[src/rtl/sif_arb_pkg.sv]
// rtl/sif_arb_pkg.sv - shared types, defaults and round-robin helper for sif_arbiter
package sif_arb_pkg;

  typedef enum logic [1:0] {
    IDLE    = 2'd0,
    ISSUE   = 2'd1,
    WAIT_RD = 2'd2
  } state_t;

  localparam int AW_DEF  = 16;
  localparam int DW_DEF  = 16;
  localparam int MAX_MST = 8;

  // One-hot first set bit of req strictly after ptr, wrapping modulo n (n <= MAX_MST).
  function automatic logic [MAX_MST-1:0] next_rr(input logic [MAX_MST-1:0] req,
                                                 input logic [2:0]         ptr,
                                                 input int                 n);
    logic [MAX_MST-1:0] win;
    logic [3:0]         idx;
    logic               found;
    win   = '0;
    found = 1'b0;
    for (int k = 1; k <= MAX_MST; k++) begin
      if (k <= n) begin
        idx = {1'b0, ptr} + 4'(k);
        if (idx >= 4'(n)) idx = idx - 4'(n);
        if (!found && req[idx[2:0]]) begin
          win[idx[2:0]] = 1'b1;
          found         = 1'b1;
        end
      end
    end
    return win;
  endfunction

endpackage

[src/rtl/sif_arbiter_rr_pick.sv]
// rtl/sif_arbiter_rr_pick.sv - combinational round-robin selector (one-hot and index)
module rr_pick
  import sif_arb_pkg::*;
#(
  parameter int N_MST = 2,
  parameter int PW    = 1
) (
  input  logic [N_MST-1:0] req,
  input  logic [PW-1:0]    ptr,
  output logic [N_MST-1:0] win,
  output logic [PW-1:0]    win_idx
);

  logic [MAX_MST-1:0] w_req_ext;
  logic [MAX_MST-1:0] w_win_ext;
  logic [2:0]         w_ptr_ext;

  assign w_req_ext = MAX_MST'(req);
  assign w_ptr_ext = 3'(ptr);
  assign w_win_ext = next_rr(w_req_ext, w_ptr_ext, N_MST);
  assign win       = w_win_ext[N_MST-1:0];

  // Bits above N_MST are always zero because the extended request is zero there.
  if (N_MST < MAX_MST) begin : g_spare
    logic [MAX_MST-N_MST-1:0] w_unused_hi;
    assign w_unused_hi = w_win_ext[MAX_MST-1:N_MST];
  end

  always_comb begin
    win_idx = '0;
    for (int i = 0; i < N_MST; i++) begin
      if (win[i]) win_idx = PW'(i);
    end
  end

endmodule

[src/rtl/sif_arbiter.sv]
// rtl/sif_arbiter.sv - round-robin arbiter sharing one SIF target port among N_MST masters
module sif_arbiter
  import sif_arb_pkg::*;
#(
  parameter int N_MST  = 2,
  parameter int AW     = AW_DEF,
  parameter int DW     = DW_DEF,
  parameter int RD_LAT = 2
) (
  input  logic                clk,
  input  logic                rst,
  input  logic [N_MST-1:0]    req,
  input  logic [N_MST-1:0]    we,
  input  logic [N_MST*AW-1:0] addr,
  input  logic [N_MST*DW-1:0] wdata,
  output logic [N_MST-1:0]    gnt,
  output logic [N_MST-1:0]    rvalid,
  output logic [DW-1:0]       rdata,
  output logic                busy,
  output logic                xa_wr_s,
  output logic                xa_rd_s,
  output logic [AW-1:0]       xa_addr,
  output logic [DW-1:0]       xa_data_wr,
  input  logic [DW-1:0]       xa_data_rd
);

  localparam int PW = $clog2(N_MST);

  if (RD_LAT < 1 || RD_LAT > 15) begin : g_bad_rd_lat
    $error("sif_arbiter: RD_LAT must be within 1..15");
  end
  if (N_MST < 2 || N_MST > MAX_MST) begin : g_bad_n_mst
    $error("sif_arbiter: N_MST must be within 2..8");
  end

  state_t           r_state;
  logic [PW-1:0]    r_ptr;
  logic [PW-1:0]    r_owner;
  logic             r_we;
  logic [3:0]       r_cnt;

  logic [N_MST-1:0] w_win;
  logic [PW-1:0]    w_win_idx;
  logic [AW-1:0]    w_addr;
  logic [DW-1:0]    w_wdata;
  logic             w_we;

  rr_pick #(
    .N_MST (N_MST),
    .PW    (PW)
  ) u_rr_pick (
    .req     (req),
    .ptr     (r_ptr),
    .win     (w_win),
    .win_idx (w_win_idx)
  );

  always_comb begin
    w_addr  = '0;
    w_wdata = '0;
    w_we    = 1'b0;
    for (int i = 0; i < N_MST; i++) begin
      if (w_win[i]) begin
        w_addr  = addr[i*AW +: AW];
        w_wdata = wdata[i*DW +: DW];
        w_we    = we[i];
      end
    end
  end

  assign gnt  = (r_state == IDLE && !rst) ? w_win : '0;
  assign busy = (r_state != IDLE);

  always_ff @(posedge clk or posedge rst) begin
    if (rst) begin
      r_state    <= IDLE;
      r_ptr      <= PW'(N_MST - 1);
      r_owner    <= '0;
      r_we       <= 1'b0;
      r_cnt      <= '0;
      xa_wr_s    <= 1'b0;
      xa_rd_s    <= 1'b0;
      xa_addr    <= '0;
      xa_data_wr <= '0;
      rdata      <= '0;
      rvalid     <= '0;
    end else begin
      xa_wr_s <= 1'b0;
      xa_rd_s <= 1'b0;
      rvalid  <= '0;
      case (r_state)
        IDLE: begin
          if (|req) begin
            xa_addr    <= w_addr;
            xa_data_wr <= w_we ? w_wdata : xa_data_wr;
            r_owner    <= w_win_idx;
            r_we       <= w_we;
            r_ptr      <= w_win_idx;
            // Strobes are registered here so they are high during ISSUE.
            xa_wr_s    <= w_we;
            xa_rd_s    <= !w_we;
            r_state    <= ISSUE;
          end
        end
        ISSUE: begin
          if (r_we) begin
            r_state <= IDLE;
          end else begin
            r_cnt   <= 4'(RD_LAT - 1);
            r_state <= WAIT_RD;
          end
        end
        WAIT_RD: begin
          if (r_cnt == 4'd0) begin
            rdata   <= xa_data_rd;
            rvalid  <= N_MST'(1) << r_owner;
            r_state <= IDLE;
          end else begin
            r_cnt <= r_cnt - 4'd1;
          end
        end
        default: r_state <= IDLE;
      endcase
    end
  end

endmodule

[config.mk]
export PLATFORM = sky130hd
export DESIGN_NAME = sif_arbiter
export DESIGN_NICKNAME = d
export VERILOG_FILES = /design/src/rtl/sif_arb_pkg.sv /design/src/rtl/sif_arbiter_rr_pick.sv /design/src/rtl/sif_arbiter.sv
export SDC_FILE = /design/constraint.sdc
export NUM_CORES = 1
export LEC_CHECK = 0
export ABC_CLOCK_PERIOD_IN_PS = 2600
export BUFFER_PORTS_ARGS = -buffer_cell sky130_fd_sc_hd__buf_2
export CORE_MARGIN = 3
export CORE_UTILIZATION = 41
export CTS_BUF_LIST = sky130_fd_sc_hd__clkbuf_16
export CTS_CLUSTER_DIAMETER = 150
export DETAILED_ROUTE_END_ITERATION = 6
export PLACE_DENSITY_LB_ADDON = 0.25
export SETUP_SLACK_MARGIN = 0.15
export SYNTH_ARGS = -nofsm -noshare
export SYNTH_HDL_FRONTEND = slang
export SYNTH_SLANG_ARGS = --single-unit
[constraint.sdc]
create_clock -name clk -period 2.6 [get_ports clk]
set_input_delay 0.52 -clock clk [delete_from_list [all_inputs] [get_ports clk]]
set_output_delay 0.52 -clock clk [all_outputs]
set_load 0.01 [all_outputs]
### Yosys cells after proc, flatten, opt, wreduce, memory -nomap -nowiden

Cells that the tools add are included.

| storage, ports and cells | value |
|---|---|
| flip-flop bits (word level) | 61 |
| bits in latches | 0 |
| memory bits (writable) | 0 |
| memory bits (read-only) | 0 |
| input port bits | 86 |
| output and inout bits | 55 |
| word-level logic and storage cells | 81 |
| memories kept | 0 |

| cells by class | value |
|---|---|
| add/sub/neg operators | 5 |
| multipliers | 0 |
| divide/modulo/power cells | 0 |
| magnitude comparators | 6 |
| equality and inequality tests | 6 |
| shifts and indexed selects | 1 |
| mux-type cells | 34 |
| bitwise operators | 1 |
| reduce and logical (&&, ||, !) cells | 17 |

Operator list:

| operator | number |
|---|---|
| $mux W16 | 4 |
| $mux W2 | 8 |
| $mux W1 | 12 |
| $ge A4 B2 Y1 const B | 2 |
| $lt A3 B4 Y1 const B | 2 |
| $mux W4 | 2 |
| $pmux W4 S2 | 1 |
| $bmux W1 S3 | 2 |
| $demux W1 S3 | 2 |
| $ge A3 B1 Y1 const B | 2 |
| $mux W3 | 2 |
| $ne A2 B2 Y1 const B | 3 |
| $pmux W2 S3 | 1 |
| $reduce_and A2 Y1 | 3 |
| $reduce_and A3 Y1 | 2 |
| $sub A3 B2 Y3 const B | 2 |
| $logic_and A1 B1 Y1 | 4 |
| $logic_not A4 Y1 | 1 |
| $reduce_bool A2 Y1 | 2 |
| $sub A4 B1 Y4 const B | 1 |
| $add A1 B2 Y3 const B | 1 |
| $logic_not A1 Y1 | 3 |
| $add A1 B1 Y2 const B | 1 |
| $eq A2 B1 Y1 const B | 1 |
| 6 further kinds | 6 |

### Logic depth before layout (Yosys ltp)

| depth | value |
|---|---|
| depth after elaboration | 15 |
| gate-level depth with buffers | 6 |
| gate-level depth less buffers | 6 |

### Hierarchy

A second synthesis with hierarchy kept.

| second synthesis, totals | value |
|---|---|
| cell total of the unflattened synthesis | 204 |
| area total of the unflattened synthesis | 2798.9 um^2 |

Modules (own cells, without submodules):

| module | instances | cells an instance | area an instance (um^2) | sequential area each (um^2) |
|---|---|---|---|---|
| sif_arbiter | 1 | 200 | 2772.7 | 1527.7 |
| rr_pick | 1 | 4 | 26.3 | 0.0 |

### Least setup slack after synthesis

No wires, ideal clock.

| timing path | value |
|---|---|
| path kind | in2out |
| start point | input rst |
| end point | output gnt[0] |
| arrival | 2194 ps |
| required time | 2080 ps |
| setup slack | -114 ps |
| stages | 2 |
| path buffers | 0 |
| cells stage by stage | inv_1 -> and3_1 |

| between the ends | value |
|---|---|
| longest elaborated chain between the ends | 3 |

RTL lines:

| what | line | text |
|---|---|---|
| start: declaration | sif_arbiter.sv:11 | `input logic rst,` |
| $logic_not A1 Y1 (no source line) | n/a |  |
| $logic_and A1 B1 Y1 | sif_arbiter.sv:71 | `assign gnt = (r_state == IDLE && !rst) ? w_win : '0;` |
| $mux W2 | sif_arbiter.sv:71 |  |
| end: declaration | sif_arbiter.sv:16 | `output logic [N_MST-1:0] gnt,` |

Every way passes these cells.

### Final worst setup path

| timing path | value |
|---|---|
| start point | register r_state[1] |
| end point | register xa_data_wr[9] |

| between the ends | value |
|---|---|
| longest elaborated chain between the ends | 2 |

RTL lines:

| what | line | text |
|---|---|---|
| start: declaration | sif_arbiter.sv:36 | `state_t r_state;` |
| start signal: assignment | sif_arbiter.sv:76 | `r_state <= IDLE;` |
| start signal: assignment | sif_arbiter.sv:102 | `r_state <= ISSUE;` |
| start signal: assignment | sif_arbiter.sv:107 | `r_state <= IDLE;` |
| $logic_not A2 Y1 | sif_arbiter.sv:91 | `case (r_state)` |
| $reduce_and A3 Y1 (no source line) | n/a |  |
| end signal: assignment | sif_arbiter.sv:95 | `xa_data_wr <= w_we ? w_wdata : xa_data_wr;` |
| end: declaration | sif_arbiter.sv:23 | `output logic [DW-1:0] xa_data_wr,` |

Every way passes these cells.
A chain may end at the register's enable or synchronous reset.

==> metrics <==
status=finished, final reports clean; non-filler cells, final=436; layout net count=444; DR WL/cell=14.2 um; die area=7560 um2; Root Driver=clkbuf_16; Worst Slack Setup Final=0.497 ns; post-CTS setup buffer count=0; Final Max Slew Viols=0; setup_tns=0 ns; global route total overflow=0; max cap viols=0; Post-Synthesis Cell Area=2690 um2; layout cell share with drive strength beyond 1=0.548; crit end category=register; Ports=141; Pre-antenna DRT Iters=4; cells on worst reg2reg path=4; DR DRC count=0; Final Setup Violations=0; crit path DAT=2.30 ns; Max stage delay cell, worst path=nor2_4; Placed Instances=420; sequential fraction of the synthesis area=0.568; largest net degree at the start of global routing=35; area grow syn2layout=38.7%; RSZ-0062 raised after global routing=no; Max clock buf depth=2; vias per inst=4.86; antenna violations before repair=0; total number of vias=2,117; crit-path max FO=18; starting density of the core=0.438; CTS clk-pin slew, worst paths=0.05 ns; clock latency on the worst-skew pair=0.32 ns; ANT nets after route=0; Detail Placement HPWL=4730 um; n_diodes=0; Yosys warnings=0; post-synth cell types=27; first-pass GRT wire length=10,200 um; CTS Hold Bufs=0; Final period util=0.809; Cell Area, Placed=3440 um2; worst path buffer plus inverter count=0; relative slew slack=0.492; I/O Buffers=140; Worst Hold Class=in2async; CTS tree=done; Final Skew=0.00685 ns; # resized after CTS=0; Post-Place Worst Slack=0.257 ns; H-tree levels=3; final hold vios=0; element type at the critical path start=register; gr usage total=0.173; min Tclk post-route=2.10 ns; core area=6130 um2; Design Power=0.00442 W; clk sinks=61; worst vdd ir=0.568 mV; FMAX=0.476 GHz; Slew @ Worst Pin=0.762 ns; Crit path required time=2.80 ns; pwr dens=1190 nW/um2; fin area=3730 um2; synthesized flop and latch total=61; total CTS buffers=9; syn_area_per_cell=12.6 um2; vias in the first global route=2,187; First DRT Iteration DRCs=45; # rows=28; die width=87.0 um; critical path depth=4; Post-Synthesis Cells=213; kind of critical path=reg2reg; Leakage=1.93 nW; gpl congestion=0.776; critical path's largest stage delay=0.55 ns; Crit path max-delay family=simple AND/OR/NAND/NOR gates; Die H=87.0 um; Post-Syn Nets=301; Cell Chain, Critical Path=nor2_1, o21ai_2, nor2_4, mux2_2; final wirelength=6190 um
==> power by group <==
part / internal [W] / switching, W / leakage (nW) / total, W
Combinational: 0.000814 / 0.000838 / 1.05 / 0.00165
Clock: 0.000728 / 0.000389 / 0.153 / 0.00112
Sequential: 0.00141 / 0.000249 / 0.735 / 0.00165
Total: 0.00295 / 0.00148 / 1.93 / 0.00442
==> cell usage after synthesis <==
cell | count | area share
and3_1 | 2 | 0.0047
a221oi_1 | 16 | 0.052
nand2_1 | 6 | 0.0084
mux2_2 | 24 | 0.10
nor3_1 | 2 | 0.0037
dfstp_2 | 1 | 0.0098
mux2_4 | 9 | 0.050
buf_6 | 3 | 0.013
nor2_1 | 40 | 0.056
and2_1 | 3 | 0.0070
nand2b_1 | 2 | 0.0047
clkbuf_1 | 4 | 0.0056
buf_2 | 5 | 0.0093
nor3b_2 | 1 | 0.0047
a22o_1 | 16 | 0.052
mux2i_1 | 3 | 0.011
nor3b_1 | 1 | 0.0028
ha_1 | 2 | 0.0093
inv_1 | 6 | 0.0084
a32oi_2 | 1 | 0.0061
nand3b_2 | 1 | 0.0042
o21ai_0 | 1 | 0.0019
nor2_4 | 1 | 0.0042
dfrtp_1 | 60 | 0.56
o21ai_2 | 1 | 0.0033
a21oi_1 | 1 | 0.0019
a21boi_4 | 1 | 0.0070
==> per-stage QoR <==
step,utilization,hold slack (ns)
floorplan,-,0.403
global placement,0.561,0.408
detailed placement,0.561,0.409
CTS,0.608,0.0755
global route,0.608,0.0805
finish,0.608,0.0845
==> kinds of logic (layout without fill, tap and decap cells) <==
family | Yosys count | count (layout) | share of synthesized area
AO/OA/AOI/OAI | 37 | 37 | 0.124
buffers and inverters | 18 | 166 | 0.0358
adder cells (fa/ha/maj) | 2 | 2 | 0.00931
AND/OR/NAND/NOR | 59 | 59 | 0.100
multiplexers | 36 | 36 | 0.162
flip-flops | 61 | 61 | 0.568
==> cell usage in the layout (no fill, tap or decap), types with 2 or more instances in the layout <==
cell type,count
nor3_1,2
mux2_2,24
nand2_1,6
buf_4,4
clkinv_2,2
and2_1,3
dfrtp_1,60
buf_2,140
nand2b_1,2
ha_1,2
mux2i_1,3
a221oi_1,16
clkbuf_16,9
mux2_4,9
a22o_1,16
and3_1,2
nor2_1,40
inv_1,8
==> path summary, 6_finish.rpt <==
path	end	slack, ns	from
min in group clk	rvalid[0]	0.42	r_owner
setup / recovery	xa_data_wr[9]	0.50	r_state[1]
setup reg to reg	xa_data_wr[9]	0.50	r_state[1]
max in group asynchronous	r_owner	1.92	rst
hold reg to reg	rvalid[0]	0.42	r_owner
hold / removal	xa_addr[4]	0.08	rst
==> worst register-to-register path, cell delays in order (launching register included) <==
cell and delay [ns]:
dfrtp_1 0.41, nor2_1 0.32, o21ai_2 0.31, nor2_4 0.55, mux2_2 0.41
==> routing by layer <==
layer	up-vias	wire length [um]	global-route usage	part of all wire
met1	961	2650	0.231	0.43
met4	0	114	0.0722	0.018
met3	10	519	0.0492	0.084
met5	-	0	0	0
met2	92	2910	0.264	0.47
li1	1054	-	-	-
==> sequential cells by signal, summed over array words and instances (netlist names) <==
register and flops:
rdata 16, xa_addr 16, xa_data_wr 16, r_cnt 4, r_state 2, rvalid 2, r_owner 1, r_ptr 1
r_we 1, xa_rd_s 1, xa_wr_s 1
==> final cells by class <==
class                   instances  area, um2
fillers                       521       2400
flip-flops and latches         61       1530
multi-input cells             134       1060
repair buffers                144        731
clock buffers                   9        225
well taps                      75       93.8
clock inverters                 7       60.1
inverters                       6       26.3
Note: power is estimated with default switching activity, not from simulation.
